--- src/rtl/udp_rx_pkg.sv ---
// udp_rx_pkg: shared types and constants for the UDP receive path.
//   state_e       - receive FSM states (header parse, payload forward, discard)
//   OFS_*         - byte offsets into the combined 20-byte IPv4 + 8-byte UDP header
//   HDR_LEN/LAST  - header length and index of its final byte
//   ones_add16    - 16-bit ones-complement add (end-around carry)
package udp_rx_pkg;

  typedef enum logic [1:0] {
    HDR     = 2'd0,
    PAYLOAD = 2'd1,
    DROP    = 2'd2
  } state_e;

  localparam logic [4:0] OFS_VER      = 5'd0;
  localparam logic [4:0] OFS_FRAG     = 5'd6;
  localparam logic [4:0] OFS_PROTO    = 5'd9;
  localparam logic [4:0] OFS_SRC_IP   = 5'd12;
  localparam logic [4:0] OFS_DST_IP   = 5'd16;
  localparam logic [4:0] OFS_IP_END   = 5'd19;
  localparam logic [4:0] OFS_SRC_PORT = 5'd20;
  localparam logic [4:0] OFS_DST_PORT = 5'd22;
  localparam logic [4:0] OFS_UDP_LEN  = 5'd24;
  localparam logic [4:0] HDR_LEN      = 5'd28;
  localparam logic [4:0] HDR_LAST     = HDR_LEN - 5'd1;

  localparam logic [7:0]  IPV4_VER_IHL = 8'h45;
  localparam logic [7:0]  IPPROTO_UDP  = 8'd17;
  localparam logic [15:0] UDP_HDR_LEN  = 16'd8;

  // Ones-complement add: the carry out of bit 15 is folded back into bit 0.
  // A single fold is enough because 16'hFFFF + 16'hFFFF folds to 16'hFFFF.
  function automatic logic [15:0] ones_add16(input logic [15:0] a, input logic [15:0] b);
    logic [16:0] s;
    s = {1'b0, a} + {1'b0, b};
    return s[15:0] + {15'd0, s[16]};
  endfunction

endpackage

--- src/rtl/udp_rx_csum16_acc.sv ---
// csum16_acc: ones-complement 16-bit checksum accumulator fed one byte at a time.
// Byte pairs are assembled with the first (even) byte as the MSB.
//   clk, reset    - clock, synchronous active-high reset
//   clr_i         - restart the sum and the byte-pair phase (wins over byte_valid_i)
//   byte_valid_i  - byte_i is consumed this cycle
//   byte_i        - input byte
//   sum_o         - running sum including any word completed by this cycle's byte
module csum16_acc
  import udp_rx_pkg::*;
(
  input  logic        clk,
  input  logic        reset,
  input  logic        clr_i,
  input  logic        byte_valid_i,
  input  logic [7:0]  byte_i,
  output logic [15:0] sum_o
);

  logic [15:0] sum_q, sum_d;
  logic [7:0]  msb_q, msb_d;
  logic        odd_q, odd_d;

  // odd_q set means an MSB is parked in msb_q waiting for its LSB partner.
  always_comb begin
    sum_d = sum_q;
    msb_d = msb_q;
    odd_d = odd_q;
    if (clr_i) begin
      sum_d = 16'd0;
      msb_d = 8'd0;
      odd_d = 1'b0;
    end else if (byte_valid_i) begin
      if (!odd_q) begin
        msb_d = byte_i;
        odd_d = 1'b1;
      end else begin
        sum_d = ones_add16(sum_q, {msb_q, byte_i});
        odd_d = 1'b0;
      end
    end
  end

  // Exposing the next value lets the caller judge the sum on the same
  // transfer that delivers the final byte.
  assign sum_o = sum_d;

  always_ff @(posedge clk) begin
    if (reset) begin
      sum_q <= 16'd0;
      msb_q <= 8'd0;
      odd_q <= 1'b0;
    end else begin
      sum_q <= sum_d;
      msb_q <= msb_d;
      odd_q <= odd_d;
    end
  end

endmodule

--- src/rtl/udp_rx.sv ---
// udp_rx: strips and validates a fixed IPv4 (no options) + UDP header from the
// MAC payload byte stream and forwards only the UDP payload of datagrams sent
// to LOCAL_IP (or broadcast) : LOCAL_PORT.
//   clk, reset            - 125 MHz clock, synchronous active-high reset
//   ready_in/valid_in     - MAC-side handshake; data_in byte, eof_in marks frame end
//   ready_out/valid_out   - application handshake; data_out byte, eof_out on last
//   src_ip, src_port      - source of the most recently accepted datagram
//   payload_len           - UDP length minus the 8-byte UDP header
//   frame_drop            - one-cycle pulse when a complete header is rejected
//   trunc_err             - one-cycle pulse when the frame ends before payload_len
module udp_rx
  import udp_rx_pkg::*;
#(
  parameter logic [31:0] LOCAL_IP   = 32'hC0A8010A,
  parameter logic [15:0] LOCAL_PORT = 16'd5000
) (
  input  logic        clk,
  input  logic        reset,
  output logic        ready_in,
  input  logic        valid_in,
  input  logic [7:0]  data_in,
  input  logic        eof_in,
  input  logic        ready_out,
  output logic        valid_out,
  output logic [7:0]  data_out,
  output logic        eof_out,
  output logic [31:0] src_ip,
  output logic [15:0] src_port,
  output logic [15:0] payload_len,
  output logic        frame_drop,
  output logic        trunc_err
);

  state_e      state_q;
  logic [4:0]  idx_q;
  logic        pass_q;
  logic [31:0] src_ip_sh_q;
  logic [15:0] src_port_sh_q;
  logic [31:0] dst_ip_q;
  logic [15:0] dst_port_q;
  logic [15:0] udp_len_q;
  logic [15:0] rem_q;

  logic        valid_q;
  logic [7:0]  data_q;
  logic        eof_q;
  logic [31:0] src_ip_q;
  logic [15:0] src_port_q;
  logic [15:0] payload_len_q;
  logic        frame_drop_q;
  logic        trunc_err_q;

  logic        in_acc;
  logic        hdr_acc;
  logic        byte_ok_d;
  logic        pass_d;
  logic        hdr_ok_d;
  logic        csum_clr;
  logic        csum_byte;
  logic [15:0] csum_sum;

  // In PAYLOAD a new byte may only enter when the output register is empty
  // or being drained this cycle; the other states never stall the MAC.
  always_comb begin
    ready_in = 1'b1;
    if (state_q == PAYLOAD) ready_in = ~valid_q | ready_out;
  end

  assign in_acc  = valid_in & ready_in;
  assign hdr_acc = in_acc & (state_q == HDR);

  // The checksum restarts whenever we are not parsing a header, and on an
  // aborted header so the next frame starts clean.
  assign csum_clr  = (state_q != HDR) | (hdr_acc & eof_in);
  assign csum_byte = hdr_acc & (idx_q <= OFS_IP_END);

  csum16_acc u_csum (
    .clk          (clk),
    .reset        (reset),
    .clr_i        (csum_clr),
    .byte_valid_i (csum_byte),
    .byte_i       (data_in),
    .sum_o        (csum_sum)
  );

  // Per-byte header checks folded into the sticky pass flag, plus the final
  // address/port/length decision taken when the last header byte arrives.
  always_comb begin
    byte_ok_d = 1'b1;
    if (idx_q == OFS_VER && data_in != IPV4_VER_IHL) byte_ok_d = 1'b0;
    if (idx_q == OFS_FRAG && (data_in & 8'h3F) != 8'h00) byte_ok_d = 1'b0;
    if (idx_q == OFS_FRAG + 5'd1 && data_in != 8'h00) byte_ok_d = 1'b0;
    if (idx_q == OFS_PROTO && data_in != IPPROTO_UDP) byte_ok_d = 1'b0;
    if (idx_q == OFS_IP_END && csum_sum != 16'hFFFF) byte_ok_d = 1'b0;
    pass_d   = pass_q & byte_ok_d;
    hdr_ok_d = pass_d
             & ((dst_ip_q == LOCAL_IP) | (dst_ip_q == 32'hFFFF_FFFF))
             & (dst_port_q == LOCAL_PORT)
             & (udp_len_q >= 16'd9);
  end

  // Receive FSM with all outputs registered. Multi-byte header fields are
  // shifted in MSB first; the source fields go to shadow registers so the
  // visible src_ip/src_port only change when a datagram is accepted.
  always_ff @(posedge clk) begin
    if (reset) begin
      state_q       <= HDR;
      idx_q         <= 5'd0;
      pass_q        <= 1'b1;
      src_ip_sh_q   <= 32'd0;
      src_port_sh_q <= 16'd0;
      dst_ip_q      <= 32'd0;
      dst_port_q    <= 16'd0;
      udp_len_q     <= 16'd0;
      rem_q         <= 16'd0;
      valid_q       <= 1'b0;
      data_q        <= 8'd0;
      eof_q         <= 1'b0;
      src_ip_q      <= 32'd0;
      src_port_q    <= 16'd0;
      payload_len_q <= 16'd0;
      frame_drop_q  <= 1'b0;
      trunc_err_q   <= 1'b0;
    end else begin
      frame_drop_q <= 1'b0;
      trunc_err_q  <= 1'b0;
      if (valid_q && ready_out) valid_q <= 1'b0;

      unique case (state_q)
        HDR: begin
          if (hdr_acc) begin
            if (idx_q >= OFS_SRC_IP && idx_q < OFS_DST_IP)
              src_ip_sh_q <= {src_ip_sh_q[23:0], data_in};
            if (idx_q >= OFS_DST_IP && idx_q < OFS_SRC_PORT)
              dst_ip_q <= {dst_ip_q[23:0], data_in};
            if (idx_q >= OFS_SRC_PORT && idx_q < OFS_DST_PORT)
              src_port_sh_q <= {src_port_sh_q[7:0], data_in};
            if (idx_q >= OFS_DST_PORT && idx_q < OFS_UDP_LEN)
              dst_port_q <= {dst_port_q[7:0], data_in};
            if (idx_q >= OFS_UDP_LEN && idx_q < OFS_UDP_LEN + 5'd2)
              udp_len_q <= {udp_len_q[7:0], data_in};

            if (eof_in) begin
              // Runt frame: silently forget it.
              idx_q  <= 5'd0;
              pass_q <= 1'b1;
            end else if (idx_q == HDR_LAST) begin
              idx_q  <= 5'd0;
              pass_q <= 1'b1;
              if (hdr_ok_d) begin
                state_q       <= PAYLOAD;
                rem_q         <= udp_len_q - UDP_HDR_LEN;
                payload_len_q <= udp_len_q - UDP_HDR_LEN;
                src_ip_q      <= src_ip_sh_q;
                src_port_q    <= src_port_sh_q;
              end else begin
                state_q      <= DROP;
                frame_drop_q <= 1'b1;
              end
            end else begin
              idx_q  <= idx_q + 5'd1;
              pass_q <= pass_d;
            end
          end
        end

        PAYLOAD: begin
          if (in_acc) begin
            data_q  <= data_in;
            valid_q <= 1'b1;
            eof_q   <= (rem_q == 16'd1) | eof_in;
            rem_q   <= rem_q - 16'd1;
            if (rem_q == 16'd1) begin
              // Anything after the last payload byte is Ethernet padding.
              state_q <= eof_in ? HDR : DROP;
              idx_q   <= 5'd0;
            end else if (eof_in) begin
              trunc_err_q <= 1'b1;
              state_q     <= HDR;
              idx_q       <= 5'd0;
            end
          end
        end

        DROP: begin
          if (in_acc && eof_in) begin
            state_q <= HDR;
            idx_q   <= 5'd0;
          end
        end

        default: begin
          state_q <= HDR;
          idx_q   <= 5'd0;
        end
      endcase
    end
  end

  assign valid_out   = valid_q;
  assign data_out    = data_q;
  assign eof_out     = eof_q;
  assign src_ip      = src_ip_q;
  assign src_port    = src_port_q;
  assign payload_len = payload_len_q;
  assign frame_drop  = frame_drop_q;
  assign trunc_err   = trunc_err_q;

endmodule

--- config.mk ---
export PLATFORM = sky130hd
export DESIGN_NAME = udp_rx
export DESIGN_NICKNAME = d
export VERILOG_FILES = /design/src/rtl/udp_rx_pkg.sv /design/src/rtl/udp_rx_csum16_acc.sv /design/src/rtl/udp_rx.sv
export SDC_FILE = /design/constraint.sdc
export NUM_CORES = 1
export LEC_CHECK = 0
export BUFFER_PORTS_ARGS = -buffer_cell sky130_fd_sc_hd__buf_4
export CAP_MARGIN = 20
export CORE_ASPECT_RATIO = 0.8
export CORE_UTILIZATION = 45
export DETAILED_ROUTE_END_ITERATION = 10
export HOLD_SLACK_MARGIN = 0.1
export RECOVER_POWER = 50
export SLEW_MARGIN = 10
export SYNTH_ARGS = -nofsm -noshare
export SYNTH_HDL_FRONTEND = slang
export SYNTH_HIERARCHICAL = 1
export SYNTH_SLANG_ARGS = --single-unit
--- constraint.sdc ---
create_clock -name clk -period 16 [get_ports clk]
set_input_delay 1.6 -clock clk [delete_from_list [all_inputs] [get_ports clk]]
set_output_delay 1.6 -clock clk [all_outputs]
set_load 0.05 [all_outputs]
# Word level (Yosys, flattened, before mapping)
# Cells that the tools add are included.
# totals
ff_bits	237
in_bits	13
out_inout_bits	77
elab_cells	152
# classes
addsub	5
magnitude_cmp	12
eq_ne	21
n_mux	41
n_bitwise	20
reduce_logical	33
# op_table
cell	n
$mux 16	8
$eq 32x32->1 const B	2
$mux 5	7
$pmux 16 s2	1
$lt 5x5->1 const B	5
$ge 5x5->1 const B	4
$mux 2	9
$add 16x16->17	1
$add 16x1->16	1
$eq 16x1->1 const B	1
$eq 16x13->1 const B	1
$ge 16x4->1 const B	1
$ne 16x16->1 const B	1
$reduce_bool 8->1	2
$sub 16x1->16 const B	1
$sub 16x4->16 const B	1
$pmux 5 s3	1
$reduce_and 3->1	5
$mux 1	14
$logic_and 1x1->1	12
$reduce_and 6->1	2
$eq 5x3->1 const B	2
$eq 5x5->1 const B	2
$ne 2x2->1 const B	5
other kinds (23)	43

# Depth between registers and ports, before layout
# depth
depth_word	20
mapped_depth	28
mapped_depth_nobuf	26

# Cells and area by module
# Netlist, hierarchy kept.
# by_module_without_submodules
mod	instances	cells_per_inst	area_each_um2	seq_area_each_um2
udp_rx	1	1095	8688.3	4244.1
csum16_acc	1	296	2309.7	500.5

# Worst setup path before layout
# No wires, ideal clock.
# synth_path
path_kind	input to register
start	input port data_in[0]
end	register rem_q[15]
setup_time_ns	0.070
arrival_ns	6.856
t_required_ns	15.930
slack_ns	9.074
cell_stages	27
path_buffers	1
cell_sequence	ha_1 > inv_1 > fa_1 > nor2b_4 > o31ai_2 > a21oi_1 > o21a_1 > o21a_1 > o21a_1 > o21ai_0 > nand2b_1 > ha_1 > nor2b_1 > nand2_1 > nor4_1 > and4bb_4 > nand4_4 > or3_1 > a311oi_1 > nand4_1 > nor4_1 > o32ai_1 > nor4_1 > a21oi_1 > buf_2 > or3_1 > a21oi_1
# synth_between
elab_chain_len	14
elab_cells_between_ends	26
cone_classes	2 x add/sub; 4 x eq/ne; 8 x mux; 4 x bitwise; 8 x reduce/logical
# synth_rtl
element	line	text
start, declared	udp_rx.sv:21	input logic [7:0] data_in,
$add 16x16->17	udp_rx_pkg.sv:34	s = {1'b0, a} + {1'b0, b};
$add 16x1->16	udp_rx_pkg.sv:35	return s[15:0] + {15'd0, s[16]};
$mux 16	udp_rx_csum16_acc.sv:33	if (!odd_q) begin
$mux 16	udp_rx_csum16_acc.sv:32	end else if (byte_valid_i) begin
$mux 16	udp_rx_csum16_acc.sv:28	if (clr_i) begin
named net csum_sum[15]	udp_rx.sv:60	logic [15:0] csum_sum;
$ne 16x16->1	udp_rx.sv:94	if (idx_q == OFS_IP_END && csum_sum != 16'hFFFF) byte_ok_d = 1'b0;
$logic_and 1x1->1	udp_rx.sv:94	
$mux 1	udp_rx.sv:94	
$and 1x1->1	udp_rx.sv:95	pass_d = pass_q & byte_ok_d;
$and 1x1->1	udp_rx.sv:97	& ((dst_ip_q == LOCAL_IP) | (dst_ip_q == 32'hFFFF_FFFF))
$and 1x1->1	udp_rx.sv:98	& (dst_port_q == LOCAL_PORT)
$and 1x1->1	udp_rx.sv:99	& (udp_len_q >= 16'd9);
$ne 2x2->1 (no line)	-	
$reduce_and 6->1 (no line)	-	
end signal, assigned	udp_rx.sv:152	rem_q <= udp_len_q - UDP_HDR_LEN;
end signal, assigned	udp_rx.sv:172	rem_q <= rem_q - 16'd1;
end, declared	udp_rx.sv:42	logic [15:0] rem_q;
# The timed path passes the listed nets, and every way through them passes these cells.
# A chain may end at the register's enable or synchronous reset.

# Final worst setup path
# layout_path
start	input port data_in[0]
end	register rem_q[12]
# The elaborated chain is that of the path after synthesis.

==> metrics.cfg <==
[clocking]
postCtsHoldBufs=0
clkSlewWorstSetupHoldPaths_ps=60
clock_insertion_delay_worst_skew_ps=530
post-cts-setup-buffer-count=0
cts-htree-levels=1
cts-buffers-inserted=25
tritoncts=done
clock-sinks=237
cts_buffer_depth=3
clockRootBuffer=sky130_fd_sc_hd__clkbuf_16
cts_resized=0

[logic_synthesis]
netlist-cell-type-count=82
synth_flop_cell=sky130_fd_sc_hd__dfxtp_1
ys_top_cells_by_area=sky130_fd_sc_hd__dfxtp_1 (43%), sky130_fd_sc_hd__nand2_1 (12%), sky130_fd_sc_hd__a21oi_1 (8.6%), sky130_fd_sc_hd__nor2_1 (3.8%), sky130_fd_sc_hd__mux2i_1 (3.4%)
sequential_cell_area_fraction_in_the_yosys_report_pct=43.14
mappedNetlistArea_sq_um=11000
synth_edf_count=0
synth_warnings=6
postSynthNetCount=1430
post-synth-top-area-cell=sky130_fd_sc_hd__dfxtp_1
netlist.area_leader.share_pct=43.14
postSynth.asyncResetShare_pct=0
yosys_register_bits=237
post_synth_inst_count=1391
synthesis.area_per_instance_sq_um=7.907

[run]
drv.max_cap_violation_count=1

[final_layout]
area_growth_pct=12.17
antenna_diode_count=0
number_of_nets_at_the_end_of_the_flow=1465
share_of_final_layout_standard_cells_stronger_than_drive_strength_1_pct=5.613

[floorplan]
die_area_sq_um=25070
die_height_um=141.8
fp.coreArea_sq_um=23710
dieWidth_um=176.8
design.portCount=90
rows=50
initial_utilization_pct=46.39

[route]
starting_drt_drc_count=729
antenna_violating_nets_post_route=0
drt-vias-per-instance=5.431
drc=0
detail_route.wirelength_um=29100
firstDrtPassIters=5
drt-wirelength-per-cell_um=16.58
vias=9532

[worst_setup_path]
ws_path_type=input port to register
crit_arrival_ps=8250
crit_fanout=71
timing.critical_path.from_type=input port
cp_data_required_time_ps=16450
setup.worst_path.end_class=register
reg2reg_depth=27

[placement]
place_congestion=0.8626
io_buffers=89
post-dp-hpwl_um=19220
dp_worst_setup_slack_ps=7718

[power_and_ir_drop]
share_comb_of_total_power_pct=6.0
p_sw_share_pct=23.13
power.clock.fraction_pct=47.4
ir_worst_vdd_uv=74.36
leakagePower_uw=0.004275
seq_power_share_pct=46.6
power_density_over_cell_area_nw_per_um2=103.8
net-switching-power_uw=296.2
intPower_uw=984.4

[grt]
first_global_vias=8474
grt_max_degree=93
global_route_wire_length_before_repair_um=46310
track_usage_pct=22.95
globalRoute.totalOverflow=0
grt_antenna_before_repair=0

[run_status]
violations=capacitance limit, slew limit
status=finished with violations

[sta]
hold_violations=0
timing.clock.skew_ps=14.00
maxSlewViolCount=32
finalSetupViolations=0
post-route-period-util_pct=48.76
layout_setup_ws_ps=8199
grt_setup_unrepaired=no
relSlewSlack_pct=-0.2708
worst_pin_slew_ps=1504
finalSetupTns_ps=0
finalCriticalPeriod_ps=7801
fmax_mhz=128.2

[min_path]
hold_class=register to register
timing.hold.worst_path_depth=2

final timing paths:
check,slack (ps),startpoint,endpoint
worst max register to register,9120,u_csum/sum_q[0],rem_q[12]
worst max-delay path,8200,data_in[0],rem_q[12]
worst min register to register,450,data_out[1],data_out[1]
worst min-delay path,450,data_out[1],data_out[1]
layer usage:
metal,vias up,track usage [%],routed length (um)
li1,4878,-,-
met1,4416,35.44,14980
met2,208,33.50,12240
met3,30,3.537,1493
met4,0,4.038,393
met5,-,0,0
synthesized netlist by cell type, types with 2 or more instances:
cell,count
sky130_fd_sc_hd__nor4b_1,3
sky130_fd_sc_hd__buf_1,2
sky130_fd_sc_hd__o22ai_1,3
sky130_fd_sc_hd__inv_1,14
sky130_fd_sc_hd__or2_2,4
sky130_fd_sc_hd__nand2_1,343
sky130_fd_sc_hd__o31ai_1,6
sky130_fd_sc_hd__ha_1,25
sky130_fd_sc_hd__xnor2_1,25
sky130_fd_sc_hd__a311oi_1,3
sky130_fd_sc_hd__nor2b_1,16
sky130_fd_sc_hd__and3_1,4
sky130_fd_sc_hd__o21a_1,7
sky130_fd_sc_hd__or4_1,6
sky130_fd_sc_hd__o21ai_0,33
sky130_fd_sc_hd__or3_1,11
sky130_fd_sc_hd__and2_1,7
sky130_fd_sc_hd__nand4b_1,8
sky130_fd_sc_hd__nand2b_1,16
sky130_fd_sc_hd__nand4_1,14
sky130_fd_sc_hd__nand3b_1,5
sky130_fd_sc_hd__or3b_1,2
sky130_fd_sc_hd__nor3_1,25
sky130_fd_sc_hd__a21o_1,8
sky130_fd_sc_hd__nor4_1,25
sky130_fd_sc_hd__a211oi_1,26
sky130_fd_sc_hd__nand3_1,16
sky130_fd_sc_hd__buf_2,17
sky130_fd_sc_hd__dfxtp_1,237
sky130_fd_sc_hd__mux2i_1,37
sky130_fd_sc_hd__nor4_2,2
sky130_fd_sc_hd__xor2_1,10
sky130_fd_sc_hd__nor3b_1,2
sky130_fd_sc_hd__or4b_1,2
sky130_fd_sc_hd__and4_1,3
sky130_fd_sc_hd__o211ai_1,3
sky130_fd_sc_hd__a31oi_1,9
sky130_fd_sc_hd__nor2_1,111
sky130_fd_sc_hd__a21oi_1,188
sky130_fd_sc_hd__clkbuf_1,71
cells in the final DEF (no fill, tap or decap), types with 14 or more instances in the layout:
cell type                   instances
sky130_fd_sc_hd__a211oi_1          26
sky130_fd_sc_hd__a21oi_1          188
sky130_fd_sc_hd__buf_4             19
sky130_fd_sc_hd__clkbuf_1          86
sky130_fd_sc_hd__clkbuf_16         25
sky130_fd_sc_hd__dfxtp_1          237
sky130_fd_sc_hd__ha_1              25
sky130_fd_sc_hd__inv_1             14
sky130_fd_sc_hd__mux2i_1           37
sky130_fd_sc_hd__nand2_1          343
sky130_fd_sc_hd__nand2b_1          16
sky130_fd_sc_hd__nand3_1           15
sky130_fd_sc_hd__nand4_1           14
sky130_fd_sc_hd__nor2_1           111
sky130_fd_sc_hd__nor2b_1           16
sky130_fd_sc_hd__nor3_1            24
sky130_fd_sc_hd__nor4_1            25
sky130_fd_sc_hd__o21ai_0           33
sky130_fd_sc_hd__xnor2_1           25
metrics by stage:
step	std cells	hold WS [ps]	power [uW]	util, %	instance area (sq um)
final	1755	454.3	1281	52.03	12340
after global routing	1755	465.4	1326	52.03	12340
after CTS	1753	456.7	1291	53.27	12630
after detailed placement	1709	446.2	686.1	49.63	11770
after global placement	1709	441.3	686.0	49.63	11770
after floorplan	1391	431.2	666.2	-	11000
layout make-up:
class / count / area [sq um]
inverters: 14 / 52.55
well taps: 312 / 390.4
repair buffers: 100 / 454.2
multi-input cells: 1048 / 5833
clock inverters: 7 / 131.4
flip-flops and latches: 237 / 4745
clock buffers: 37 / 730.7
fillers: 2397 / 11370
critical path, cell delays in order:
cell and delay, ps:
sky130_fd_sc_hd__buf_4 170, sky130_fd_sc_hd__ha_1 230, sky130_fd_sc_hd__inv_1 70, sky130_fd_sc_hd__fa_1 440, sky130_fd_sc_hd__nor2b_4 150, sky130_fd_sc_hd__o31ai_2 130
sky130_fd_sc_hd__a21oi_1 260, sky130_fd_sc_hd__o21a_1 250, sky130_fd_sc_hd__o21a_1 130, sky130_fd_sc_hd__o21a_1 100, sky130_fd_sc_hd__o21ai_0 70, sky130_fd_sc_hd__nand2b_1 180
sky130_fd_sc_hd__ha_1 170, sky130_fd_sc_hd__nor2b_1 190, sky130_fd_sc_hd__nand2_1 130, sky130_fd_sc_hd__nor4_1 520, sky130_fd_sc_hd__and4bb_4 370, sky130_fd_sc_hd__nand4_4 120
sky130_fd_sc_hd__or3_1 380, sky130_fd_sc_hd__a311oi_1 280, sky130_fd_sc_hd__nand4_1 150, sky130_fd_sc_hd__nor4_1 330, sky130_fd_sc_hd__o32ai_1 130, sky130_fd_sc_hd__or4_1 500
sky130_fd_sc_hd__nor3_4 180, sky130_fd_sc_hd__buf_4 630, sky130_fd_sc_hd__nand2_1 160, sky130_fd_sc_hd__a31oi_1 180
power by group through the flow:
stage | clock (uW) | sequential [uW] | combinational (uW)
floorplan | 0 | 608 | 57.8
global placement | 0 | 609 | 76.6
detailed placement | 0 | 609 | 76.7
CTS | 618 | 596 | 76.9
global route | 644 | 596 | 85.6
finish | 607 | 596 | 77.3
registers in the layout, summed over array words and instances (netlist names):
signal and count:
u_csum/msb_q 8, state_q 2, src_port_sh_q 16, data_out 8, idx_q 5, u_csum/odd_q 1, trunc_err 1, udp_len_q 16
u_csum/sum_q 16, src_port 16, dst_port_q 16, src_ip_sh_q 32, eof_out 1, frame_drop 1, src_ip 32, payload_len 16
valid_out 1, rem_q 16, pass_q 1, dst_ip_q 32
cell families after synthesis:
group / count (synthesis) / synth area share [%]
multiplexers: 38 / 3.470
XOR/XNOR: 36 / 3.038
AND/OR/NAND/NOR: 636 / 26.78
adder cells (fa/ha/maj): 26 / 3.026
flip-flops: 237 / 43.14
buffers and inverters: 106 / 3.914
AO/OA/AOI/OAI: 312 / 16.63
(Power assumes the default switching activity.)
